<file path="config.mk">
export PLATFORM = sky130hd
export DESIGN_NAME = raster_engine
export DESIGN_NICKNAME = d
export VERILOG_FILES = /design/src/rtl/raster_engine.sv
export SDC_FILE = /design/constraint.sdc
export NUM_CORES = 1
export LEC_CHECK = 0
export ABC_AREA = 1
export BUFFER_PORTS_ARGS = -buffer_cell sky130_fd_sc_hd__buf_2
export CAP_MARGIN = 10
export CORE_UTILIZATION = 56
export DETAILED_ROUTE_END_ITERATION = 16
export PLACE_DENSITY = 0.82
export SETUP_SLACK_MARGIN = 0.3
export SYNTH_ARGS = -nofsm -noshare
export SYNTH_HDL_FRONTEND = slang
export SYNTH_SLANG_ARGS = --single-unit
</file>
<file path="constraint.sdc">
create_clock -name clk -period 1.75 [get_ports clk]
set_input_delay 0.0875 -clock clk [delete_from_list [all_inputs] [get_ports clk]]
set_output_delay 0.0875 -clock clk [all_outputs]
set_load 0.02 [all_outputs]
</file>
<file path="src/rtl/raster_engine.sv">
// raster_engine: 1bpp frame-buffer rasteriser.
// Draw commands (CLEAR/PLOT/ERASE/RECT) render into an internal W x H bitmap.
// PRESENT streams the frame row-major as colour pixels with backpressure.
// Command port: a command transfers on a rising edge where cmd_valid and
// cmd_ready are both high. Pixel port: a pixel transfers on a rising edge
// where pix_valid and pix_ready are both high; pixel data and flags hold
// steady while pix_valid is high and pix_ready is low.
module raster_engine #(
    parameter int                  XB       = 3,
    parameter int                  YB       = 3,
    parameter int                  PIX_BITS = 4,
    parameter logic [PIX_BITS-1:0] FG_COLOR = 4'hF,
    parameter logic [PIX_BITS-1:0] BG_COLOR = 4'h0
) (
    input  logic                clk,
    input  logic                rst_n,
    input  logic [2:0]          cmd_op,
    input  logic [XB-1:0]       cmd_x0,
    input  logic [XB-1:0]       cmd_x1,
    input  logic [YB-1:0]       cmd_y0,
    input  logic [YB-1:0]       cmd_y1,
    input  logic                cmd_valid,
    output logic                cmd_ready,
    output logic [PIX_BITS-1:0] pix_data,
    output logic                pix_valid,
    input  logic                pix_ready,
    output logic                frame_start,
    output logic                line_end,
    output logic                frame_end,
    output logic [1:0]          dbg_state
);

    localparam int W = 1 << XB;
    localparam int H = 1 << YB;

    localparam logic [2:0] OP_CLEAR   = 3'b001;
    localparam logic [2:0] OP_PLOT    = 3'b010;
    localparam logic [2:0] OP_ERASE   = 3'b011;
    localparam logic [2:0] OP_RECT    = 3'b100;
    localparam logic [2:0] OP_PRESENT = 3'b101;

    typedef enum logic [1:0] {S_IDLE, S_CLEAR, S_DRAW, S_SCAN} state_t;

    state_t                r_state;
    state_t                w_next_state;
    logic [H-1:0][W-1:0]   r_bitmap;
    logic [XB-1:0]         r_x, r_xmin, r_xmax;
    logic [YB-1:0]         r_y, r_ymin, r_ymax;
    logic                  r_val;
    logic                  r_cmd_ready;
    logic                  r_pix_valid;
    logic [PIX_BITS-1:0]   r_pix_data;
    logic                  r_fs, r_le, r_fe;

    logic                  w_accept;
    logic                  w_is_nop;
    logic                  w_draw_done;
    logic                  w_clear_done;
    logic                  w_scan_last;
    logic [XB-1:0]         w_nx, w_xmin, w_xmax;
    logic [YB-1:0]         w_ny, w_ymin, w_ymax;

    assign w_accept     = (r_state == S_IDLE) && r_cmd_ready && cmd_valid;
    assign w_is_nop     = (cmd_op == 3'b000) || (cmd_op[2:1] == 2'b11);
    assign w_draw_done  = (r_x == r_xmax) && (r_y == r_ymax);
    assign w_clear_done = (r_y == {YB{1'b1}});
    assign w_scan_last  = pix_ready && (r_x == {XB{1'b1}}) && (r_y == {YB{1'b1}});
    assign w_nx         = r_x + 1'b1;
    assign w_ny         = (r_x == {XB{1'b1}}) ? r_y + 1'b1 : r_y;
    assign w_xmin       = (cmd_x0 < cmd_x1) ? cmd_x0 : cmd_x1;
    assign w_xmax       = (cmd_x0 < cmd_x1) ? cmd_x1 : cmd_x0;
    assign w_ymin       = (cmd_y0 < cmd_y1) ? cmd_y0 : cmd_y1;
    assign w_ymax       = (cmd_y0 < cmd_y1) ? cmd_y1 : cmd_y0;

    assign cmd_ready   = r_cmd_ready;
    assign pix_valid   = r_pix_valid;
    assign pix_data    = r_pix_data;
    assign frame_start = r_fs;
    assign line_end    = r_le;
    assign frame_end   = r_fe;
    assign dbg_state   = r_state;

    // {frame_start, line_end, frame_end} for the pixel at (x, y)
    function automatic logic [2:0] flags_for(input logic [XB-1:0] x, input logic [YB-1:0] y);
        return {(x == '0) && (y == '0), (x == {XB{1'b1}}), (x == {XB{1'b1}}) && (y == {YB{1'b1}})};
    endfunction

    function automatic logic [PIX_BITS-1:0] color_of(input logic b);
        return b ? FG_COLOR : BG_COLOR;
    endfunction

    // State register
    always_ff @(posedge clk or negedge rst_n) begin
        if (!rst_n) r_state <= S_IDLE;
        else        r_state <= w_next_state;
    end

    // Next-state selection
    always_comb begin
        w_next_state = r_state;
        case (r_state)
            S_IDLE: begin
                if (w_accept && !w_is_nop) begin
                    case (cmd_op)
                        OP_CLEAR:                 w_next_state = S_CLEAR;
                        OP_PLOT, OP_ERASE, OP_RECT: w_next_state = S_DRAW;
                        OP_PRESENT:               w_next_state = S_SCAN;
                        default:                  w_next_state = S_IDLE;
                    endcase
                end
            end
            S_CLEAR: if (w_clear_done) w_next_state = S_IDLE;
            S_DRAW:  if (w_draw_done)  w_next_state = S_IDLE;
            S_SCAN:  if (w_scan_last)  w_next_state = S_IDLE;
            default: w_next_state = S_IDLE;
        endcase
    end

    // Datapath: command latch, bitmap writes, scan counters and registered outputs
    always_ff @(posedge clk or negedge rst_n) begin
        if (!rst_n) begin
            r_bitmap    <= '0;
            r_x         <= '0;
            r_y         <= '0;
            r_xmin      <= '0;
            r_xmax      <= '0;
            r_ymin      <= '0;
            r_ymax      <= '0;
            r_val       <= 1'b0;
            r_cmd_ready <= 1'b0;
            r_pix_valid <= 1'b0;
            r_pix_data  <= BG_COLOR;
            r_fs        <= 1'b0;
            r_le        <= 1'b0;
            r_fe        <= 1'b0;
        end else begin
            case (r_state)
                S_IDLE: begin
                    r_cmd_ready <= 1'b1;
                    if (w_accept && !w_is_nop) begin
                        r_cmd_ready <= 1'b0;
                        case (cmd_op)
                            OP_CLEAR: r_y <= '0;
                            OP_PLOT, OP_ERASE: begin
                                r_xmin <= cmd_x0;
                                r_xmax <= cmd_x0;
                                r_ymin <= cmd_y0;
                                r_ymax <= cmd_y0;
                                r_x    <= cmd_x0;
                                r_y    <= cmd_y0;
                                r_val  <= (cmd_op == OP_PLOT);
                            end
                            OP_RECT: begin
                                r_xmin <= w_xmin;
                                r_xmax <= w_xmax;
                                r_ymin <= w_ymin;
                                r_ymax <= w_ymax;
                                r_x    <= w_xmin;
                                r_y    <= w_ymin;
                                r_val  <= 1'b1;
                            end
                            OP_PRESENT: begin
                                r_x         <= '0;
                                r_y         <= '0;
                                r_pix_valid <= 1'b1;
                                r_pix_data  <= color_of(r_bitmap[0][0]);
                                {r_fs, r_le, r_fe} <= flags_for('0, '0);
                            end
                            default: ;
                        endcase
                    end
                end
                S_CLEAR: begin
                    r_bitmap[r_y] <= '0;
                    if (w_clear_done) r_cmd_ready <= 1'b1;
                    else              r_y <= r_y + 1'b1;
                end
                S_DRAW: begin
                    r_bitmap[r_y][r_x] <= r_val;
                    if (r_x == r_xmax) begin
                        r_x <= r_xmin;
                        if (r_y == r_ymax) r_cmd_ready <= 1'b1;
                        else               r_y <= r_y + 1'b1;
                    end else begin
                        r_x <= r_x + 1'b1;
                    end
                end
                S_SCAN: begin
                    if (w_scan_last) begin
                        r_pix_valid <= 1'b0;
                        {r_fs, r_le, r_fe} <= 3'b000;
                        r_cmd_ready <= 1'b1;
                        r_x <= '0;
                        r_y <= '0;
                    end else if (pix_ready) begin
                        r_x        <= w_nx;
                        r_y        <= w_ny;
                        r_pix_data <= color_of(r_bitmap[w_ny][w_nx]);
                        {r_fs, r_le, r_fe} <= flags_for(w_nx, w_ny);
                    end
                end
                default: ;
            endcase
        end
    end

endmodule
</file>
==> flow_summary.yaml, run 1 <==
outcome:
  status: "aborted with a tool error"
  lastStage: "global routing (5_1_grt)"
  error_line: "[ERROR GRT-0232] Routing congestion too high. Check the congestion heatmap in the GUI."
placed_design:
  placed_cells: 970
  port_buffers: 29
  dpl.hpwl_um: 12680
  place_congestion: 0.9840
timing:
  worstEpCategory: "register input"
  worstEndpointGrtRepair: "pix_data[2]$_DFFE_PN0P_/D"
logic_synthesis:
  synth_nets: 809
  yosys_most_used_dff: "dfrtp_1"
  synth_edf_count: 0
  netlist_instances: 768
  yosysTopAreaCell: "dfrtp_1"
  ys_types: 40
  yosysTopAreaCellShare_pct: 39.63
  async_flop_share_pct: 100.0
  ys_seq_area_share_pct: 39.63
  syn-cell-area_um2: 5557
  synth-seq-cells: 88
  ys_top_cells_by_area: "dfrtp_1 40%, nand2_1 15%, o21ai_0 7.8%"
  syn_area_per_cell_um2: 7.235
  ys_warn_count: 0
floorplanning:
  start_util_pct: 59.02
  io_pins: 30
  fp.dieH_um: 101.6
  rows: 35
  die-width_um: 101.6
cts:
  cts-root-buf: "clkbuf_8"
  cts_buffer_depth: 2
  cts.sinks: 88
  cts_buffers: 9
  htree_levels: 3
grt:
  grt_max_degree: 43
  grt.overflow.total: 9
  grt_usage_pct: 70.68
[per-layer routing]
| layer | global-route usage, % | GRT overflow |
|---|---|---|
| met5 | 24.52 | 0 |
| met4 | 69.90 | 5 |
| met2 | 89.86 | 4 |
| met3 | 49.69 | 0 |
| met1 | 72.35 | 0 |
[through the flow]
step | utilization [%] | cell area [um^2] | setup slack, ns
after floorplan | - | 5677 | -0.1093
after global placement | 67.84 | 6387 | -0.2349
after detailed placement | 67.84 | 6387 | -0.2816
after CTS | 84.32 | 7939 | -0.2125
[logic make-up after synthesis]
group                      Yosys count  share of synthesized area (%)
DFF                                 88                          39.63
buffers and inverters              104                          8.354
xor gates and xnor gates             6                         0.9457
and+or+nand+nor                    396                          30.35
AOI/OAI and AO/OA                  152                          15.76
adders and majority gates           22                          4.954
[cell usage after synthesis (8+ instances only)]
cell type / n
o211ai_1: 8
dfrtp_1: 88
a21oi_1: 21
inv_1: 53
clkbuf_1: 10
o21ai_0: 87
nand2_1: 215
nand3_1: 80
buf_4: 8
ha_1: 22
inv_2: 19
nor3_1: 11
nor2_1: 72
[what timing repair did]
action | CTS
hold buffers | 1
resized for setup | 271
pin swaps | 64
buffers inserted | 48
endpoints found under the setup margin | 88
endpoints found under the hold margin | 37
cloned | 7
==> run 2, diff against run 1 <==
--- a/config.mk
+++ b/config.mk
@@ -8,10 +8,9 @@
 export ABC_AREA = 1
 export BUFFER_PORTS_ARGS = -buffer_cell sky130_fd_sc_hd__buf_2
 export CAP_MARGIN = 10
-export CORE_UTILIZATION = 56
+export CORE_UTILIZATION = 40
 export DETAILED_ROUTE_END_ITERATION = 16
-export PLACE_DENSITY = 0.82
-export SETUP_SLACK_MARGIN = 0.3
+export PLACE_DENSITY_LB_ADDON = 0.15
 export SYNTH_ARGS = -nofsm -noshare
 export SYNTH_HDL_FRONTEND = slang
 export SYNTH_SLANG_ARGS = --single-unit
==> constraint.sdc (replaced) <==
create_clock -name clk -period 2.3 [get_ports clk]
set_input_delay 0.115 -clock clk [delete_from_list [all_inputs] [get_ports clk]]
set_output_delay 0.115 -clock clk [all_outputs]
set_load 0.02 [all_outputs]
==> run 2 against run 1 <==
The run now ends clean; area after synthesis did not move; synthesized cell count stayed put.
==> flow_summary.yaml, run 2 <==
final_layout:
  multiInputGateArea_um2: 2923
  antenna_cells: 0
  final_net_count: 856
  area_growth_pct: 15.74
  drive_gt1_share_pct: 15.38
  layout.cells.most_common_list: "215 x nand2_1, 88 x dfrtp_1, 87 x o21ai_0, 80 x nand3_1, 72 x nor2_1"
  largest_reg_flops: 64
  layout_commonest_cell: "nand2_1"
  max_flop_register: "r_bitmap"
  fin_util_pct: 47.99
  regArea_um2: 2202
  fillers: 1378
floorplanning:
  die-width_um: 119.9
  fp.dieH_um: 119.9
  fp.dieArea_um2: 14370
  io_pins: 30
  rows: 42
  fp.coreArea_um2: 13400
  start_util_pct: 41.47
grt:
  grt_usage_pct: 25.66
  grt_pass1_wl_um: 27970
  grt_pass1_vias: 5267
  grt_busiest_layer: "met2"
  grt_max_degree: 48
  met3_usage_pct: 2.662
  met1_usage_pct: 33.79
  grt_util_met2_pct: 41.55
  grt.overflow.total: 0
  antenna_found_initial: 0
pwr:
  seqPwrFrac_pct: 28.2
  power-per-cell-area_nw_per_um2: 1381
  power.clock.fraction_pct: 18.4
  switchingPower_uw: 4098
  sw_frac_of_total_pct: 46.16
  combinationalPowerShare_pct: 53.4
  leakagePower_uw: 0.002947
  ir_drop_v: 0.0005614
  internal-power_uw: 4781
cts:
  path_clk_slew_ns: 0.06
  cts.sinks: 88
  tritoncts: "yes"
  cts_buffer_depth: 2
  htree_levels: 3
  clkLatencyLatePin_ns: 0.35
  cts_buffers: 9
  cts-root-buf: "clkbuf_16"
logic_synthesis:
  ys_warn_count: 0
  ys_top_cells_by_area: "dfrtp_1 40%, nand2_1 15%, o21ai_0 7.8%"
  syn-cell-area_um2: 5557
  yosys-top-cells-count: "215 x nand2_1, 88 x dfrtp_1, 87 x o21ai_0"
  async_flop_share_pct: 100.0
  yosys_most_used_dff: "dfrtp_1"
  synth_most_common_cell: "nand2_1"
  yosysTopAreaCell: "dfrtp_1"
  synth-seq-cells: 88
  yosysTopAreaCellShare_pct: 39.63
  synth_nets: 809
  ys_seq_area_share_pct: 39.63
  synth_edf_count: 0
  syn_area_per_cell_um2: 7.235
  ys_types: 40
  netlist_instances: 768
critical_path:
  endpoint_kind: "flip-flop"
  start_kind: "flip-flop"
  path_max_fanout: 5
  arrival_ns: 2.39
  worstRegToRegCells: 16
  critical_path_class: "flip-flop to flip-flop"
  crit_required_ns: 2.54
timing:
  tightest_slew_ns: 0.5724
  slew_headroom_pct: 61.84
  post-route-min-period_ns: 2.150
  hold_violations: 0
  drv_slew: 0
  fin_crit_sh_pct: 93.48
  finalSetupViolCount: 0
  rsz0062_at_grt: "no"
  max_freq_mhz: 465.1
  timing.setup.tns_ns: 0
  skew_ns: 0.007599
placed_design:
  dpl.hpwl_um: 12730
  port_buffers: 29
  place_congestion: 0.8926
outcome:
  status: "finished clean"
detailed_routing:
  drtAntennaViolNets: 0
  vias: 5433
  dr.pass1.iters: 5
  drc: 0
  avgRoutedWirePerCell_um: 17.40
  drtIter0Drc: 407
  wl_um: 17320
  vias_per_cell: 5.460
min_path:
  hold_class: "input pin to flip-flop"
  hold_depth: 3
flow_run:
  max_cap_viol_count: 0
[run 2: metrics by stage]
stage               cell area, um^2  hold slack (ns)  total power, uW  cells  worst slack, ns
floorplan                      5557          -0.1806             5604    768           0.3556
global placement               6041           0.1401             7052    976           0.1029
detailed placement             6041           0.1491             7070    976          0.08136
CTS                            6372          0.09229             8740    992          0.06320
global route                   6431           0.1310             9514    995         0.005193
finish                         6431           0.1028             8879    995           0.1499
[run 2: final cells by class]
class	count	share of cell area (%)
flip-flops and latches	88	34.24
inverters	74	4.397
multi-input cells	576	45.45
clock buffers	12	3.988
repair buffers	66	7.490
well taps	176	3.424
clock inverters	3	1.012
[run 2: metal layers]
layer,up-vias,wire length (um)
met5,-,0
met4,0,818
met3,42,746
met2,181,8134
met1,2578,7615
li1,2632,-
[run 2: power groups by stage]
stage / Clock, uW / Combinational [uW] / Sequential [uW]
6_report: 1630 / 4750 / 2500
3_5_place_dp: 0 / 4550 / 2520
4_1_cts: 1660 / 4580 / 2500
5_1_grt: 1710 / 5230 / 2570
3_3_place_gp: 0 / 4530 / 2520
2_1_floorplan: 0 / 3140 / 2460
[run 2: worst paths after layout]
check | startpoint | to | slack, ns
setup / recovery | r_x[0] | pix_data[2] | 0.15
hold / removal | cmd_x1[1] | r_xmax[1] | 0.10
setup reg to reg | r_x[0] | pix_data[2] | 0.15
hold reg to reg | line_end | line_end | 0.49
max in group asynchronous | rst_n | r_x[2] | 1.32
min in group asynchronous | rst_n | r_bitmap[52] | 0.30
[run 2: worst max-delay path, cell delays in order (launching register included)]
cell and delay [ns]:
dfrtp_1 0.38, ha_1 0.22, ha_2 0.20, buf_4 0.16
o21ai_4 0.15, nor2_4 0.06, buf_4 0.15, nand2_1 0.06
nand2_1 0.05, nor2_1 0.15, nand2_1 0.06, nand3_1 0.08
nand3_1 0.08, nand2_1 0.08, nand2_1 0.06, nand2_1 0.05
nand2_1 0.04
[run 2: cells by family (layout without fill, tap and decap cells)]
| family | after synthesis | in the layout | synth area share, % |
|---|---|---|---|
| AO/OA/AOI/OAI | 152 | 152 | 15.76 |
| adder cells (fa/ha/maj) | 22 | 22 | 4.954 |
| XOR/XNOR | 6 | 6 | 0.9457 |
| flip-flops | 88 | 88 | 39.63 |
| buffers and inverters | 104 | 155 | 8.354 |
| AND/OR/NAND/NOR | 396 | 396 | 30.35 |
[run 2: timing repair]
item,4_1_cts,5_1_grt
endpoints found under the setup margin,0,1
buffers inserted,0,3
hold buffers,1,0
endpoints found under the hold margin,41,0
gates resized for setup,0,11
No activity file was read; power rests on OpenSTA's default activity.
==> run 3, diff against run 2 <==
--- a/config.mk
+++ b/config.mk
@@ -5,12 +5,12 @@
 export SDC_FILE = /design/constraint.sdc
 export NUM_CORES = 1
 export LEC_CHECK = 0
-export ABC_AREA = 1
 export BUFFER_PORTS_ARGS = -buffer_cell sky130_fd_sc_hd__buf_2
 export CAP_MARGIN = 10
 export CORE_UTILIZATION = 40
 export DETAILED_ROUTE_END_ITERATION = 16
 export PLACE_DENSITY_LB_ADDON = 0.15
+export SETUP_SLACK_MARGIN = 0.5
 export SYNTH_ARGS = -nofsm -noshare
 export SYNTH_HDL_FRONTEND = slang
 export SYNTH_SLANG_ARGS = --single-unit
==> run 3 against run 2 <==
The flow now finishes with violations (negative setup slack); clock-buffer cell count stayed put; first-iteration DRC count is 45% lower; sequential share of layout area is 0.051 points higher; maximum frequency is 12% lower; combinational power is 9.7% higher; final area hardly changed; setup slack worse by 0.30 ns; via count is 19% lower; clock skew is 0.00074 ns lower; die area is 11% lower; critical path type unchanged.
==> flow_summary.yaml, run 3 <==
flow_run:
  max_cap_viol_count: 0
placed_design:
  port_buffers: 29
  dpl.hpwl_um: 10150
  place_congestion: 0.8557
  placed_cells: 729
final_layout:
  max_flop_register: "r_bitmap"
  largest_reg_flops: 64
  antenna_cells: 0
  final_net_count: 655
  fillers: 1092
  layout.cells.most_common_list: "86 x o21ai_1, 84 x dfrtp_1, 53 x o21ai_0, 48 x nand2_1, 38 x buf_4"
  stdcell_count: 765
  layout_commonest_cell: "o21ai_1"
  area_growth_pct: 30.06
  drive_gt1_share_pct: 28.64
floorplanning:
  rows: 40
  fp.coreArea_um2: 12010
  io_pins: 30
  fp.dieH_um: 113.2
  die-width_um: 113.2
  start_util_pct: 41.20
  fp.dieArea_um2: 12820
logic_synthesis:
  yosysTopAreaCell: "dfrtp_1"
  synth_most_common_cell: "o21ai_0"
  yosysTopAreaCellShare_pct: 44.50
  ys_top_cells_by_area: "dfrtp_1 45%, o21ai_0 15%, ha_1 5.6%"
  ys_seq_area_share_pct: 44.50
  yosys-top-cells-count: "153 x o21ai_0, 88 x dfrtp_1, 53 x nand2_1"
  ys_types: 53
  syn_area_per_cell_um2: 9.030
  ys_warn_count: 0
  syn-cell-area_um2: 4948
  netlist_instances: 548
  async_flop_share_pct: 100.0
  yosys_most_used_dff: "dfrtp_1"
  synth-seq-cells: 88
  synth_edf_count: 0
  synth_nets: 589
cts:
  htree_levels: 3
  cts_buffers: 9
  clkLatencyLatePin_ns: 0.35
  tritoncts: "yes"
  path_clk_slew_ns: 0.06
  cts-root-buf: "clkbuf_16"
  cts.sinks: 88
  cts_buffer_depth: 2
critical_path:
  critical_path_class: "flip-flop to flip-flop"
  arrival_ns: 2.69
  worstRegToRegCells: 9
  start_kind: "flip-flop"
  reg2reg_from: "r_x[1]"
  endpoint: "pix_data[2]"
  crit_required_ns: 2.54
  timing.rr.end: "pix_data[2]"
  path_max_fanout: 19
  crit_path_start: "r_x[1]"
  rrSetupSlack_ns: -0.15
  endpoint_kind: "flip-flop"
min_path:
  hold_class: "input pin to flip-flop"
  hold_depth: 2
detailed_routing:
  dr.pass1.iters: 4
  drtAntennaViolNets: 0
  vias: 4412
  wl_um: 14460
  drtIter0Drc: 224
  drc: 0
  vias_per_cell: 5.767
  avgRoutedWirePerCell_um: 18.90
timing:
  tightest_slew_ns: 0.7659
  skew_ns: 0.006857
  hold_violations: 0
  fin_crit_sh_pct: 106.5
  setup_ws_ns: -0.1498
  max_freq_mhz: 408.2
  drv_slew: 0
  post-route-min-period_ns: 2.450
  finalSetupViolCount: 8
  rsz0062_at_grt: "yes"
  timing.hold.ws_ns: 0.02378
  timing.setup.tns_ns: -0.6529
  slew_headroom_pct: 48.94
pwr:
  power-per-cell-area_nw_per_um2: 1358
  power_uw: 8738
  leakagePower_uw: 0.002726
  ir_drop_v: 0.0005732
grt:
  met1_usage_pct: 29.78
  grt_pass1_vias: 4352
  grt_max_degree: 46
  grt_util_met2_pct: 38.73
  grt_pass1_wl_um: 23160
  grt_busiest_layer: "met2"
  grt.overflow.total: 0
  met3_usage_pct: 5.624
  grt_usage_pct: 24.05
  antenna_found_initial: 0
outcome:
  violations: "negative setup slack"
  status: "complete, but fails checks"
-- run 3: area by class of cell --
type | count | area [um^2] | share of cell area [%]
sequential | 88 | 2207 | 34.29
clock buffer | 12 | 256.5 | 3.985
clock inverter | 3 | 17.52 | 0.2722
inverter | 18 | 67.56 | 1.050
multi-input combinational | 411 | 2985 | 46.38
timing repair buffer | 86 | 718.2 | 11.16
tap | 147 | 183.9 | 2.858
-- run 3: what timing repair did --
item,in CTS,in global routing
buffers inserted,11,9
hold endpoints to repair,24,0
hold buffers,1,0
pin swaps,39,33
resized for setup,130,47
setup endpoints to repair,58,76
-- run 3: worst min-delay path by stage --
stage / start / to / slack, ns
finish: cmd_op[0] / r_val / 0.02
global route: cmd_op[0] / r_val / 0.02
CTS: cmd_op[0] / r_val / 0.009
detailed placement: rst_n / r_bitmap[9] / 0.05
global placement: rst_n / r_bitmap[9] / 0.05
floorplan: rst_n / cmd_ready / -0.18
-- run 3: kinds of logic (layout without fill, tap and decap cells) --
group	count (synthesis)	count (layout)	share of synthesized area, %
compound gates	228	228	25.82
simple gates	119	119	11.18
flops	88	88	44.50
buf+inv	49	119	4.096
mux	33	33	7.105
fa+ha+maj	22	22	5.562
xor+xnor	9	9	1.745
-- run 3: stage by stage --
stage	instance area [um^2]	utilization (%)	setup WS, ns
after floorplan	5122	-	-0.1020
after CTS	6276	52.25	-0.1279
after global placement	5599	46.61	-0.09323
final	6436	53.58	-0.1498
after global routing	6436	53.58	-0.2349
after detailed placement	5599	46.61	-0.1342
-- run 3: power by group --
part	total (uW)	internal [uW]	switching (uW)	leakage (uW)
combinational	5210	2270	2940	0.00141
clock	1380	781	600	0.000134
sequential	2140	1880	265	0.00118
total	8740	4930	3810	0.00273
-- run 3: routing by layer --
layer | routed length, um | part of all wire [%]
met5 | 0 | 0
met4 | 535 | 3.7
met3 | 526 | 3.6
met2 | 6993 | 48
met1 | 6404 | 44
-- run 3: worst max-delay path, cell delays in order, from the launching register on --
cell and delay [ns]:
dfrtp_1 0.41, ha_4 0.19, ha_4 0.18, xnor2_4 0.22, buf_12 0.20, mux2i_1 0.24, o211ai_1 0.11, o31ai_1 0.28
o22ai_1 0.14, a221o_1 0.37
==> run 4, diff against run 3 <==
--- a/config.mk
+++ b/config.mk
@@ -7,6 +7,7 @@
 export LEC_CHECK = 0
 export BUFFER_PORTS_ARGS = -buffer_cell sky130_fd_sc_hd__buf_2
 export CAP_MARGIN = 10
+export CORE_MARGIN = 2
 export CORE_UTILIZATION = 40
 export DETAILED_ROUTE_END_ITERATION = 16
 export PLACE_DENSITY_LB_ADDON = 0.15
==> run 4 against run 3 <==
The flow still finishes with violations (negative setup slack); clock-buffer cell count unchanged; clock skew increased by 0.0027 ns; via count decreased by 0.86%; sequential power about the same; non-clock buffer count decreased by 12; clock power increased by 14%; global-route usage decreased by 1.8 points; final cell count increased by 1.3%; largest cell class unchanged; highest routed layer unchanged.
==> flow_summary.yaml, run 4 (same netlist as run 3, synthesis figures left out) <==
outcome:
  status: "complete, but fails checks"
  violations: "negative setup slack"
cts:
  cts.sinks: 88
  path_clk_slew_ns: 0.07
  htree_levels: 3
  cts_buffer_depth: 2
  tritoncts: "yes"
  clkLatencyLatePin_ns: 0.35
  cts-root-buf: "clkbuf_16"
  cts_buffers: 9
min_path:
  hp-start: "cmd_op[0]"
  worstHoldEndpoint: "r_val"
  hold_depth: 2
  hold_class: "input pin to flip-flop"
detailed_routing:
  vias: 4374
  avgRoutedWirePerCell_um: 18.40
  drtIter0Drc: 395
  wl_um: 14260
  drc: 0
  drtAntennaViolNets: 0
  vias_per_cell: 5.644
  dr.pass1.iters: 5
final_layout:
  max_flop_register: "r_bitmap"
  layout_commonest_cell: "o21ai_0"
  largest_reg_flops: 64
  stdcell_count: 775
  final_net_count: 643
  fin_area_um2: 6274
  fin_util_pct: 52.01
  drive_gt1_share_pct: 26.36
  fillers: 1109
  layout.cells.most_common_list: "141 x o21ai_0, 84 x dfrtp_1, 49 x nand2_1, 37 x buf_4, 28 x buf_2"
  antenna_cells: 0
  area_growth_pct: 26.78
floorplanning:
  io_pins: 30
  fp.coreArea_um2: 12060
  fp.dieH_um: 115.2
  rows: 40
  die-width_um: 115.2
  fp.dieArea_um2: 13280
  start_util_pct: 41.03
pwr:
  combinationalPowerShare_pct: 56.8
  internal-power_uw: 4851
  power.clock.fraction_pct: 18.4
  power-per-cell-area_nw_per_um2: 1363
  sw_frac_of_total_pct: 43.28
  seqPwrFrac_pct: 24.8
  ir_drop_v: 0.0005992
  switchingPower_uw: 3701
  leakagePower_uw: 0.002659
grt:
  grt_pass1_wl_um: 22470
  antenna_found_initial: 0
  grt_max_degree: 45
  grt.overflow.total: 0
  grt_usage_pct: 22.26
  grt_pass1_vias: 4282
critical_path:
  start_kind: "flip-flop"
  arrival_ns: 2.71
  crit_required_ns: 2.54
  path_max_fanout: 14
  timing.rr.end: "pix_data[2]"
  reg2reg_from: "r_x[1]"
  worstRegToRegCells: 9
  critical_path_class: "flip-flop to flip-flop"
  rrSetupSlack_ns: -0.17
  endpoint_kind: "flip-flop"
timing:
  rsz0062_at_grt: "yes"
  tightest_slew_ns: 0.7053
  slew_headroom_pct: 52.94
  fin_crit_sh_pct: 107.3
  post-route-min-period_ns: 2.468
  skew_ns: 0.009514
  finalSetupViolCount: 1
  max_freq_mhz: 405.1
  hold_violations: 0
  drv_slew: 0
  setup_ws_ns: -0.1685
placed_design:
  pre_cts_slack_ns: -0.2747
  placed_cells: 751
  port_buffers: 29
  place_congestion: 0.8538
  dpl.hpwl_um: 9771
  dpl-instance-area_um2: 5633
flow_run:
  max_cap_viol_count: 0
-- run 4: changes by cell type in the layout (fill, tap and decap cells not counted), sizes merged --
cell	previous run	this run
buf	85	73
bufinv	0	1
-- run 4: per-stage QoR --
step / TNS [ns] / hold slack [ns] / power, uW
after floorplan: -0.1020 / -0.1806 / 4842
after global placement: -0.2093 / 0.04596 / 6386
after detailed placement: -0.2747 / 0.05342 / 6429
after CTS: -0.1548 / 0.03050 / 8282
after global routing: -0.2748 / 0.05732 / 9068
final: -0.1685 / 0.03363 / 8552
-- run 4: power groups by stage --
stage / clock network (uW) / logic, uW / registers [uW]
global route: 1660 / 5250 / 2160
detailed placement: 0 / 4300 / 2130
finish: 1570 / 4860 / 2120
CTS: 1580 / 4590 / 2110
floorplan: 0 / 2690 / 2150
global placement: 0 / 4270 / 2120
-- run 4: cell type report --
type	instances	area [um^2]	share of cell area [%]
multi-input cells	411	2912	46.41
repair buffers	74	556.8	8.875
flip-flops and latches	88	2207	35.18
clock inverters	4	51.30	0.8177
well taps	168	210.2	3.351
clock buffers	12	266.5	4.248
inverters	18	70.07	1.117
-- run 4: critical path, stage by stage (launching register included) --
cell and delay, ns:
dfrtp_1 0.41, ha_4 0.19, ha_4 0.18, xnor2_4 0.23, buf_12 0.20, mux2i_1 0.20
o22ai_1 0.10, o41ai_1 0.33, o22ai_1 0.15, a221o_1 0.36
-- run 4: metal layers --
layer	up-vias	share of wire (%)	GRT usage (%)
met5	-	0	0
met1	2131	45	28.92
met2	111	48	36.08
met3	29	3.9	4.375
li1	2103	-	-
met4	0	3.2	9.960
-- run 4: how the worst max path moves through the flow --
stage          startpoint     endpoint  slack (ns)  cells past startpoint
2_1_floorplan      r_x[0]  pix_data[2]       -0.10                      7
3_3_place_gp       r_x[0]  pix_data[2]       -0.21                      9
3_5_place_dp       r_x[1]  pix_data[2]       -0.27                      9
4_1_cts            r_x[1]  pix_data[2]       -0.15                      7
5_1_grt            r_x[0]  pix_data[2]       -0.27                      9
6_report           r_x[1]  pix_data[2]       -0.17                      9
-- run 4: timing repair --
item                                    in CTS  in global routing
hold endpoints to repair                    24                  0
buffers inserted                             3                  4
resized for setup                           27                 41
endpoints found under the setup margin      58                 73
hold buffers                                 1                  0
gates cloned                                 0                  0
pin swaps                                    6                  5
